[config.mk]
export PLATFORM = sky130hd
export DESIGN_NAME = mem_ctrl
export DESIGN_NICKNAME = d
export VERILOG_FILES = /design/src/rtl/mem_ctrl_pkg.sv /design/src/rtl/mem_ctrl_load_ext.sv /design/src/rtl/mem_ctrl.sv
export SDC_FILE = /design/constraint.sdc
export NUM_CORES = 1
export LEC_CHECK = 0
export ABC_AREA = 1
export BUFFER_PORTS_ARGS = -buffer_cell sky130_fd_sc_hd__buf_2
export CAP_MARGIN = 20
export CELL_PAD_IN_SITES_DETAIL_PLACEMENT = 1
export CELL_PAD_IN_SITES_GLOBAL_PLACEMENT = 1
export CORE_MARGIN = 2
export CORE_UTILIZATION = 38
export CTS_BUF_LIST = sky130_fd_sc_hd__clkbuf_2 sky130_fd_sc_hd__clkbuf_4 sky130_fd_sc_hd__clkbuf_8
export DETAILED_ROUTE_END_ITERATION = 10
export HOLD_SLACK_MARGIN = 0.05
export PLACE_DENSITY_LB_ADDON = 0.2
export SLEW_MARGIN = 20
export SYNTH_ARGS = -nofsm -noshare
export SYNTH_HDL_FRONTEND = slang
export SYNTH_SLANG_ARGS = --single-unit
[constraint.sdc]
create_clock -name clk -period 4.45 [get_ports clk]
set_clock_uncertainty 0.1 [all_clocks]
set_input_delay 0.6675 -clock clk [delete_from_list [all_inputs] [get_ports clk]]
set_output_delay 0.6675 -clock clk [all_outputs]
set_load 0.02 [all_outputs]
[src/rtl/mem_ctrl_pkg.sv]
// Shared encodings for the byte-serial memory controller: FSM states,
// load/store size codes and the size-to-byte-count helper.
package mem_ctrl_pkg;

    typedef enum logic [1:0] {
        MC_IDLE = 2'd0,
        MC_RD   = 2'd1,
        MC_WR   = 2'd2,
        MC_DONE = 2'd3
    } mc_state_e;

    localparam logic [2:0] F3_B  = 3'b000;
    localparam logic [2:0] F3_H  = 3'b001;
    localparam logic [2:0] F3_W  = 3'b010;
    localparam logic [2:0] F3_BU = 3'b100;
    localparam logic [2:0] F3_HU = 3'b101;

    localparam logic [31:0] ZERO_WORD = 32'h0000_0000;

    // Byte count from the size bits; the unused encodings fall into the word case.
    function automatic logic [2:0] access_len(input logic [2:0] funct3);
        case (funct3[1:0])
            2'b00:   access_len = 3'd1;
            2'b01:   access_len = 3'd2;
            default: access_len = 3'd4;
        endcase
    endfunction

endpackage

[src/rtl/mem_ctrl_load_ext.sv]
// Sign/zero extension of an assembled little-endian load word, selected by funct3.
module mem_ctrl_load_ext
    import mem_ctrl_pkg::*;
(
    input  logic [2:0]  funct3_i,
    input  logic [31:0] raw_i,
    output logic [31:0] ext_o
);

    always_comb begin
        ext_o = raw_i;
        case (funct3_i)
            F3_B:    ext_o = {{24{raw_i[7]}}, raw_i[7:0]};
            F3_H:    ext_o = {{16{raw_i[15]}}, raw_i[15:0]};
            F3_BU:   ext_o = {24'h000000, raw_i[7:0]};
            F3_HU:   ext_o = {16'h0000, raw_i[15:0]};
            default: ext_o = raw_i;
        endcase
    end

endmodule

[src/rtl/mem_ctrl.sv]
// Byte-serial memory controller: sequences IF fetches and MEM loads/stores
// over an 8-bit RAM port and raises stall requests while a transfer is open.
module mem_ctrl
    import mem_ctrl_pkg::*;
#(
    parameter int ADDR_W = 32
) (
    input  logic              clk,
    input  logic              rst,
    input  logic              rdy,
    input  logic              if_req,
    input  logic [ADDR_W-1:0] if_addr,
    output logic [31:0]       if_data,
    output logic              if_done,
    input  logic              mem_req,
    input  logic              mem_we,
    input  logic [2:0]        mem_funct3,
    input  logic [ADDR_W-1:0] mem_addr,
    input  logic [31:0]       mem_wdata,
    output logic [31:0]       mem_rdata,
    output logic              mem_done,
    output logic              stallreq_if,
    output logic              stallreq_mem,
    input  logic [7:0]        ram_din,
    output logic [7:0]        ram_dout,
    output logic [ADDR_W-1:0] ram_a,
    output logic              ram_wr,
    output logic [1:0]        dbg_state_o
);

    mc_state_e         state_q, state_d;
    logic [2:0]        cnt_q, cnt_d;
    logic [2:0]        len_q, len_d;
    logic [ADDR_W-1:0] base_q, base_d;
    logic [2:0]        f3_q, f3_d;
    logic [31:0]       wdata_q, wdata_d;
    logic              we_q, we_d;
    logic              is_if_q, is_if_d;
    logic [31:0]       buf_q, buf_d;
    logic [31:0]       if_data_q, if_data_d;
    logic [31:0]       mem_rdata_q, mem_rdata_d;

    logic [31:0]       ext_word;
    logic [2:0]        cnt_m1;
    logic [1:0]        lane;
    logic [ADDR_W-1:0] issue_a;
    logic [ADDR_W-1:0] prev_a;

    assign cnt_m1  = cnt_q - 3'd1;
    assign lane    = cnt_m1[1:0];
    assign issue_a = base_q + ADDR_W'(cnt_q);
    assign prev_a  = base_q + ADDR_W'(cnt_m1);

    mem_ctrl_load_ext u_load_ext (
        .funct3_i (f3_q),
        .raw_i    (buf_q),
        .ext_o    (ext_word)
    );

    always_ff @(posedge clk) begin
        if (rst) begin
            state_q     <= MC_IDLE;
            cnt_q       <= 3'd0;
            len_q       <= 3'd0;
            base_q      <= '0;
            f3_q        <= 3'd0;
            wdata_q     <= ZERO_WORD;
            we_q        <= 1'b0;
            is_if_q     <= 1'b0;
            buf_q       <= ZERO_WORD;
            if_data_q   <= ZERO_WORD;
            mem_rdata_q <= ZERO_WORD;
        end else if (rdy) begin
            state_q     <= state_d;
            cnt_q       <= cnt_d;
            len_q       <= len_d;
            base_q      <= base_d;
            f3_q        <= f3_d;
            wdata_q     <= wdata_d;
            we_q        <= we_d;
            is_if_q     <= is_if_d;
            buf_q       <= buf_d;
            if_data_q   <= if_data_d;
            mem_rdata_q <= mem_rdata_d;
        end
    end

    always_comb begin
        state_d     = state_q;
        cnt_d       = cnt_q;
        len_d       = len_q;
        base_d      = base_q;
        f3_d        = f3_q;
        wdata_d     = wdata_q;
        we_d        = we_q;
        is_if_d     = is_if_q;
        buf_d       = buf_q;
        if_data_d   = if_data_q;
        mem_rdata_d = mem_rdata_q;
        if_done     = 1'b0;
        mem_done    = 1'b0;
        ram_a       = '0;
        ram_dout    = 8'h00;
        ram_wr      = 1'b0;

        case (state_q)
            MC_IDLE: begin
                cnt_d = 3'd0;
                if (mem_req) begin
                    base_d  = mem_addr;
                    f3_d    = mem_funct3;
                    wdata_d = mem_wdata;
                    len_d   = access_len(mem_funct3);
                    we_d    = mem_we;
                    is_if_d = 1'b0;
                    state_d = mem_we ? MC_WR : MC_RD;
                end else if (if_req) begin
                    base_d  = if_addr;
                    f3_d    = F3_W;
                    len_d   = 3'd4;
                    we_d    = 1'b0;
                    is_if_d = 1'b1;
                    state_d = MC_RD;
                end
            end

            MC_RD: begin
                // While frozen, re-present the previous address so ram_din still
                // carries the byte owed to lane cnt-1 when rdy returns.
                if (!rdy && cnt_q != 3'd0) begin
                    ram_a = prev_a;
                end else if (cnt_q < len_q) begin
                    ram_a = issue_a;
                end
                if (cnt_q != 3'd0) begin
                    buf_d[{lane, 3'b000} +: 8] = ram_din;
                end
                if (cnt_q == len_q) begin
                    state_d = MC_DONE;
                    cnt_d   = 3'd0;
                end else begin
                    cnt_d = cnt_q + 3'd1;
                end
            end

            MC_WR: begin
                ram_a    = issue_a;
                ram_dout = wdata_q[{cnt_q[1:0], 3'b000} +: 8];
                ram_wr   = rdy;
                if (cnt_q == len_q - 3'd1) begin
                    state_d = MC_DONE;
                    cnt_d   = 3'd0;
                end else begin
                    cnt_d = cnt_q + 3'd1;
                end
            end

            MC_DONE: begin
                if (is_if_q) begin
                    if_done   = rdy;
                    if_data_d = buf_q;
                end else begin
                    mem_done = rdy;
                    if (!we_q) begin
                        mem_rdata_d = ext_word;
                    end
                end
                state_d = MC_IDLE;
            end

            default: state_d = MC_IDLE;
        endcase
    end

    // Result ports follow the next-state value so data is visible in the done cycle.
    assign if_data      = if_data_d;
    assign mem_rdata    = mem_rdata_d;
    assign stallreq_mem = mem_req & ~mem_done;
    assign stallreq_if  = if_req & ~if_done;
    assign dbg_state_o  = state_q;

endmodule
==> results of run 1 <==
## path summary, 6_finish.rpt
kind / slack [ps] / endpoint / from
worst max-delay path: 360 / ram_a[7] / cnt_q[1]
worst min-delay path: 310 / wdata_q[5] / mem_wdata[5]
worst max register to register: 1920 / wdata_q[22] / dbg_state_o[0]
worst min register to register: 360 / wdata_q[10] / wdata_q[10]
## through the flow
step           instances  setup slack [ps]  power, mW  util, %
2_1_floorplan       1638             655.6      2.225        -
3_3_place_gp        2133             770.8      2.479    43.70
3_5_place_dp        2133             606.0      2.498    43.70
4_1_cts             2165             58.61      3.714    45.31
5_1_grt             2167             133.4      3.875    45.40
6_report            2167             355.6      3.688    45.40
## cell usage after synthesis (2+ instances only)
cell type,count,area (um2)
xnor2_1,5,43.79
nor3_2,3,30.03
nor2_4,21,236.5
clkinv_1,3,11.26
nor2_1,186,698.2
buf_2,21,105.1
xor2_1,12,105.1
dfxtp_1,173,3463
nand2_1,337,1265
inv_1,173,649.4
buf_1,2,7.510
nand2_2,13,81.33
nand3_1,105,525.5
a21oi_2,4,35.03
a21oi_1,146,730.7
nor2_2,9,56.30
nor3_1,4,20.02
or2_2,5,31.28
nand2_4,5,56.30
inv_2,9,33.78
o22ai_1,8,50.05
clkbuf_1,64,240.2
a31oi_1,33,206.5
ha_1,22,275.3
nand4_1,6,37.54
o21ai_0,236,1181
fa_1,2,40.04
o21ai_1,14,70.07
o21ai_2,2,17.52
## logic make-up after synthesis
kind of cell / Yosys count / synth area share (%)
AND/OR/NAND/NOR: 701 / 29.80
AO/OA/AOI/OAI: 448 / 22.32
buffers and inverters: 275 / 10.26
flip-flops: 173 / 33.18
adder cells (fa/ha/maj): 24 / 3.020
XOR/XNOR: 17 / 1.426
## critical path, cell delays in order, from the launching register on
cell and delay, ps:
dfxtp_1 390, buf_4 250, ha_1 260, nand2_1 80
o21ai_1 70, inv_1 60, buf_4 240, nand2_1 150
o21ai_2 630, o21ai_0 210, a21oi_1 290, buf_2 230
## sequential cells by signal (all words and copies together), names as in the netlist
register     flops
base_q          32
buf_q           32
if_data_q       32
mem_rdata_q     32
wdata_q         32
cnt_q            3
f3_q             3
len_q            3
dbg_state_o      2
is_if_q          1
we_q             1
## power by group through the flow
| stage | Clock [mW] | Combinational (mW) | Sequential [mW] |
|---|---|---|---|
| after global routing | 1.31 | 0.796 | 1.77 |
| after floorplan | 0 | 0.481 | 1.74 |
| after global placement | 0 | 0.694 | 1.78 |
| after detailed placement | 0 | 0.709 | 1.79 |
| final | 1.22 | 0.709 | 1.75 |
| after CTS | 1.25 | 0.712 | 1.75 |
## what timing repair did
item	CTS	global route
setup buffers	0	2
gates resized for setup	0	1
endpoints found under the hold margin	0	0
endpoints found under the setup margin	0	6
## cell type report
| class | instances | area [um2] |
|---|---|---|
| flip-flops and latches | 173 | 3463 |
| repair buffers | 245 | 1281 |
| well taps | 341 | 426.7 |
| multi-input cells | 1190 | 5926 |
| fillers | 3702 | 14720 |
| inverters | 186 | 704.4 |
| clock inverters | 14 | 186.4 |
| clock buffers | 18 | 247.7 |
## layer usage
layer / GRT usage (%) / wire length (um) / vias up
li1: - / - / 5676
met2: 43.35 / 17600 / 272
met3: 3.148 / 1678 / 35
met4: 6.243 / 621 / 0
met1: 33.70 / 17000 / 5402
met5: 0 / 0 / -
==> reports/results.ini, run 1 <==
[synthesis]
synth_seq_cells = 173
ys_seq_area_share_pct = 33.18
syn_avg_cell_area_um2 = 6.373
synth_ff_type = dfxtp_1
ys_warn_count = 0
netlist_instances = 1638
async_reset_ff_share_pct = 0
syn_area_um2 = 10440
yosysUniqueCellTypes = 44
synth_nets = 1775
synth-edff-count = 0

[power]
p_leak_nw = 5.527
p_switching_mw = 1.304
p_int_mw = 2.385
peakVddDrop_mv = 0.1532
combinationalPowerShare_pct = 19.2
power_frac_seq_pct = 47.6
power.density_nw_per_um2 = 301.4
switching_share_pct = 35.35
clkPwrFrac_pct = 33.2

[final_layout]
syn_to_final_growth_pct = 17.21
diodes = 0
final_area_um2 = 12240
layout_commonest_cell = nand2_1
layout.nets = 1950
mostFrequentLayoutCells = nand2_1, o21ai_0, buf_2
drive_gt1_share_pct = 19.50

[sta]
min_period_over_period_pct = 92.01
max_freq_ghz = 0.2442
hold_slack_ps = 309.5
hold_viol = 0
tightest_slew_ps = 852.5
finalCriticalPeriod_ps = 4094
setup_violations = 0
maxSlewHeadroom_pct = 43.11
drv_slew = 0
rsz0062_at_grt = false
final.setup.tns_ps = 0

[setup_path]
start_kind = register
required_ps = 3680
path_class = reg -> out
cp.arrival_ps = 3330
crit_path_max_fanout = 16
critPathCaptureType = output pin
rr_worst_depth = 9

[detailed_routing]
dr.pass1.iters = 5
via_count = 11385
wl_per_cell_um = 17.03
vias_per_cell = 5.254
drc_errors = 0
drt-total-wl_um = 36890
ant_nets = 0
drtIter0Drc = 643

[placement]
gp_congestion = 0.9540
dpl_cell_area_um2 = 11780
dp_hpwl_um = 27230
portBuffers = 223

[hold_path]
holdPathStages = 3
min_path_type = in -> reg

[clocking]
cts_tree = yes
clkLatencyLatePin_ps = 470
cts_buffer_depth = 2
clk_pin_slew_ps = 120
cts_root_buf = clkbuf_8
cts-buffers-inserted = 17
holdBufCountCts = 0
cts_sinks = 173
cts.htree.levels = 4

[floorplanning]
fp.coreArea_um2 = 26950
die-height_um = 169.7
ios = 224
core.rowCount = 60
dieWidth_um = 169.7
start_util_pct = 38.73
fp.dieArea_um2 = 28810

[global_route]
overflow = 0
grt_max_degree = 90
gr-usage-all-layers_pct = 25.26
first_global_vias = 11199
grt_pass1_wl_um = 58280
antenna_found_initial = 0

[outcome]
outcome = finished clean

[job]
drv_cap = 0

No activity file was read; power rests on OpenSTA's default activity.
==> run 2: changes to the inputs <==
CORE_UTILIZATION = 36   (was 38)
clock period = 3.6 ns   (was 4.45 ns; I/O delays follow)
==> run 2 against run 1 <==
Net effect:
- sequential share of layout area is 0.88 points lower
- routed wire length is 2.9% higher
- flip-flop and latch count stayed put
- clock power is 26% higher
- hold slack worse by 140 ps
- final area is 3.3% higher
- first-iteration DRC count is 3.6% lower
- critical path depth is 2 higher
- clock-buffer cell count is 1 lower
- worst setup slack worse by 250 ps
- total power is 26% higher
- largest power group unchanged
- highest routed layer unchanged
==> reports/results.ini, run 2 (synthesis gave the netlist of run 1 again) <==
[outcome]
outcome = finished clean

[final_layout]
layout.nets = 1960
drive_gt1_share_pct = 22.22
layout_commonest_cell = nand2_1
mostFrequentLayoutCells = nand2_1, o21ai_0, buf_2
fin_util_pct = 44.17
syn_to_final_growth_pct = 21.13
final_area_um2 = 12640

[global_route]
antenna_found_initial = 1
grt_max_degree = 123
overflow = 0
grt_pass1_wl_um = 60800
gr-usage-all-layers_pct = 24.70
first_global_vias = 11716

[clocking]
cts_sinks = 173
cts.htree.levels = 4
cts_buffer_depth = 2
cts_tree = yes
cts-buffers-inserted = 17
holdBufCountCts = 0
cts_root_buf = clkbuf_8
clkLatencyLatePin_ps = 480
clk_pin_slew_ps = 120

[power]
p_leak_nw = 5.613
power.density_nw_per_um2 = 366.2
peakVddDrop_mv = 0.2225

[setup_path]
crit_path_max_fanout = 4
required_ps = 2960
critPathCaptureType = output pin
path_class = reg -> out
rr_worst_depth = 8
start_kind = register
cp.arrival_ps = 2850

[floorplanning]
fp.coreArea_um2 = 28630
core.rowCount = 62
dieWidth_um = 174.3
fp.dieArea_um2 = 30380
ios = 224
die-height_um = 174.3
start_util_pct = 36.47

[hold_path]
holdPathStages = 3
min_path_type = in -> reg

[detailed_routing]
drt-total-wl_um = 37960
drtIter0Drc = 620
wl_per_cell_um = 17.09
dr.pass1.iters = 5
drc_errors = 0
ant_nets = 0
via_count = 11546
vias_per_cell = 5.199

[sta]
tightest_slew_ps = 780.6
maxSlewHeadroom_pct = 47.89
final.setup.tns_ps = 0
min_period_over_period_pct = 97.06
finalCriticalPeriod_ps = 3494
rsz0062_at_grt = true
layout_setup_ws_ps = 105.8
hold_viol = 0
drv_slew = 0
setup_violations = 0
max_freq_ghz = 0.2862

[placement]
pre_cts_slack_ps = 258.1
dp_hpwl_um = 27990
portBuffers = 223
gp_congestion = 0.8974
dpl_cell_area_um2 = 11880

[job]
drv_cap = 0

-- run 2: cell count changes in the layout (fill, tap and decap cells not counted), sizes merged --
cell,change
buf,+9
clkinv,+2
diode,+1
inv,-1
-- run 2: worst max-delay path, stage by stage, from the launching register on --
cell,delay (ps)
dfxtp_4,400
buf_12,110
ha_2,180
inv_2,40
fa_2,440
o21ai_4,230
buf_6,150
nand2_1,120
o21ai_2,170
nand3_1,90
nand2_1,70
nand3_1,90
a21oi_2,140
buf_4,150
-- run 2: area by class of cell --
| type | instances | area (um2) |
|---|---|---|
| Fill cell | 3865 | 15980 |
| Multi-Input combinational cell | 1190 | 6091 |
| Sequential cell | 173 | 3468 |
| Timing Repair Buffer | 255 | 1448 |
| Inverter | 186 | 709.4 |
| Tap cell | 384 | 480.5 |
| Clock buffer | 17 | 234.0 |
| Clock inverter | 15 | 211.5 |
| Antenna cell | 1 | 2.502 |
-- run 2: worst paths after layout --
path,from,endpoint,slack (ps)
worst max register to register,dbg_state_o[1],dbg_state_o[1],1250
worst min-delay path,mem_wdata[31],wdata_q[31],170
worst max-delay path,cnt_q[0],ram_a[16],110
worst min register to register,wdata_q[12],wdata_q[12],360
-- run 2: what timing repair did --
action,4_1_cts,5_1_grt
setup buffers,1,6
endpoints found under the setup margin,28,25
gates cloned,0,1
gates resized for setup,20,51
pin swaps,3,18
-- run 2: through the flow --
| stage | std cells | hold slack (ps) | power, mW |
|---|---|---|---|
| global placement | 2180 | 339.9 | 3.066 |
| CTS | 2213 | 147.9 | 4.638 |
| finish | 2221 | 171.1 | 4.631 |
| floorplan | 1638 | 329.7 | 2.751 |
| global route | 2221 | 153.1 | 4.872 |
| detailed placement | 2180 | 347.2 | 3.097 |
-- run 2: report_power, final --
part	internal [mW]	total (mW)	switching, mW
clock	0.612	1.54	0.932
sequential	2.04	2.17	0.134
combinational	0.305	0.915	0.610
-- run 2: metal layers --
metal	track usage, %	vias to the layer above	part of all wire [%]
met2	41.57	263	47
met3	3.500	46	4.2
met1	32.87	5539	47
met5	0	-	0
li1	-	5698	-
met4	7.143	0	1.9
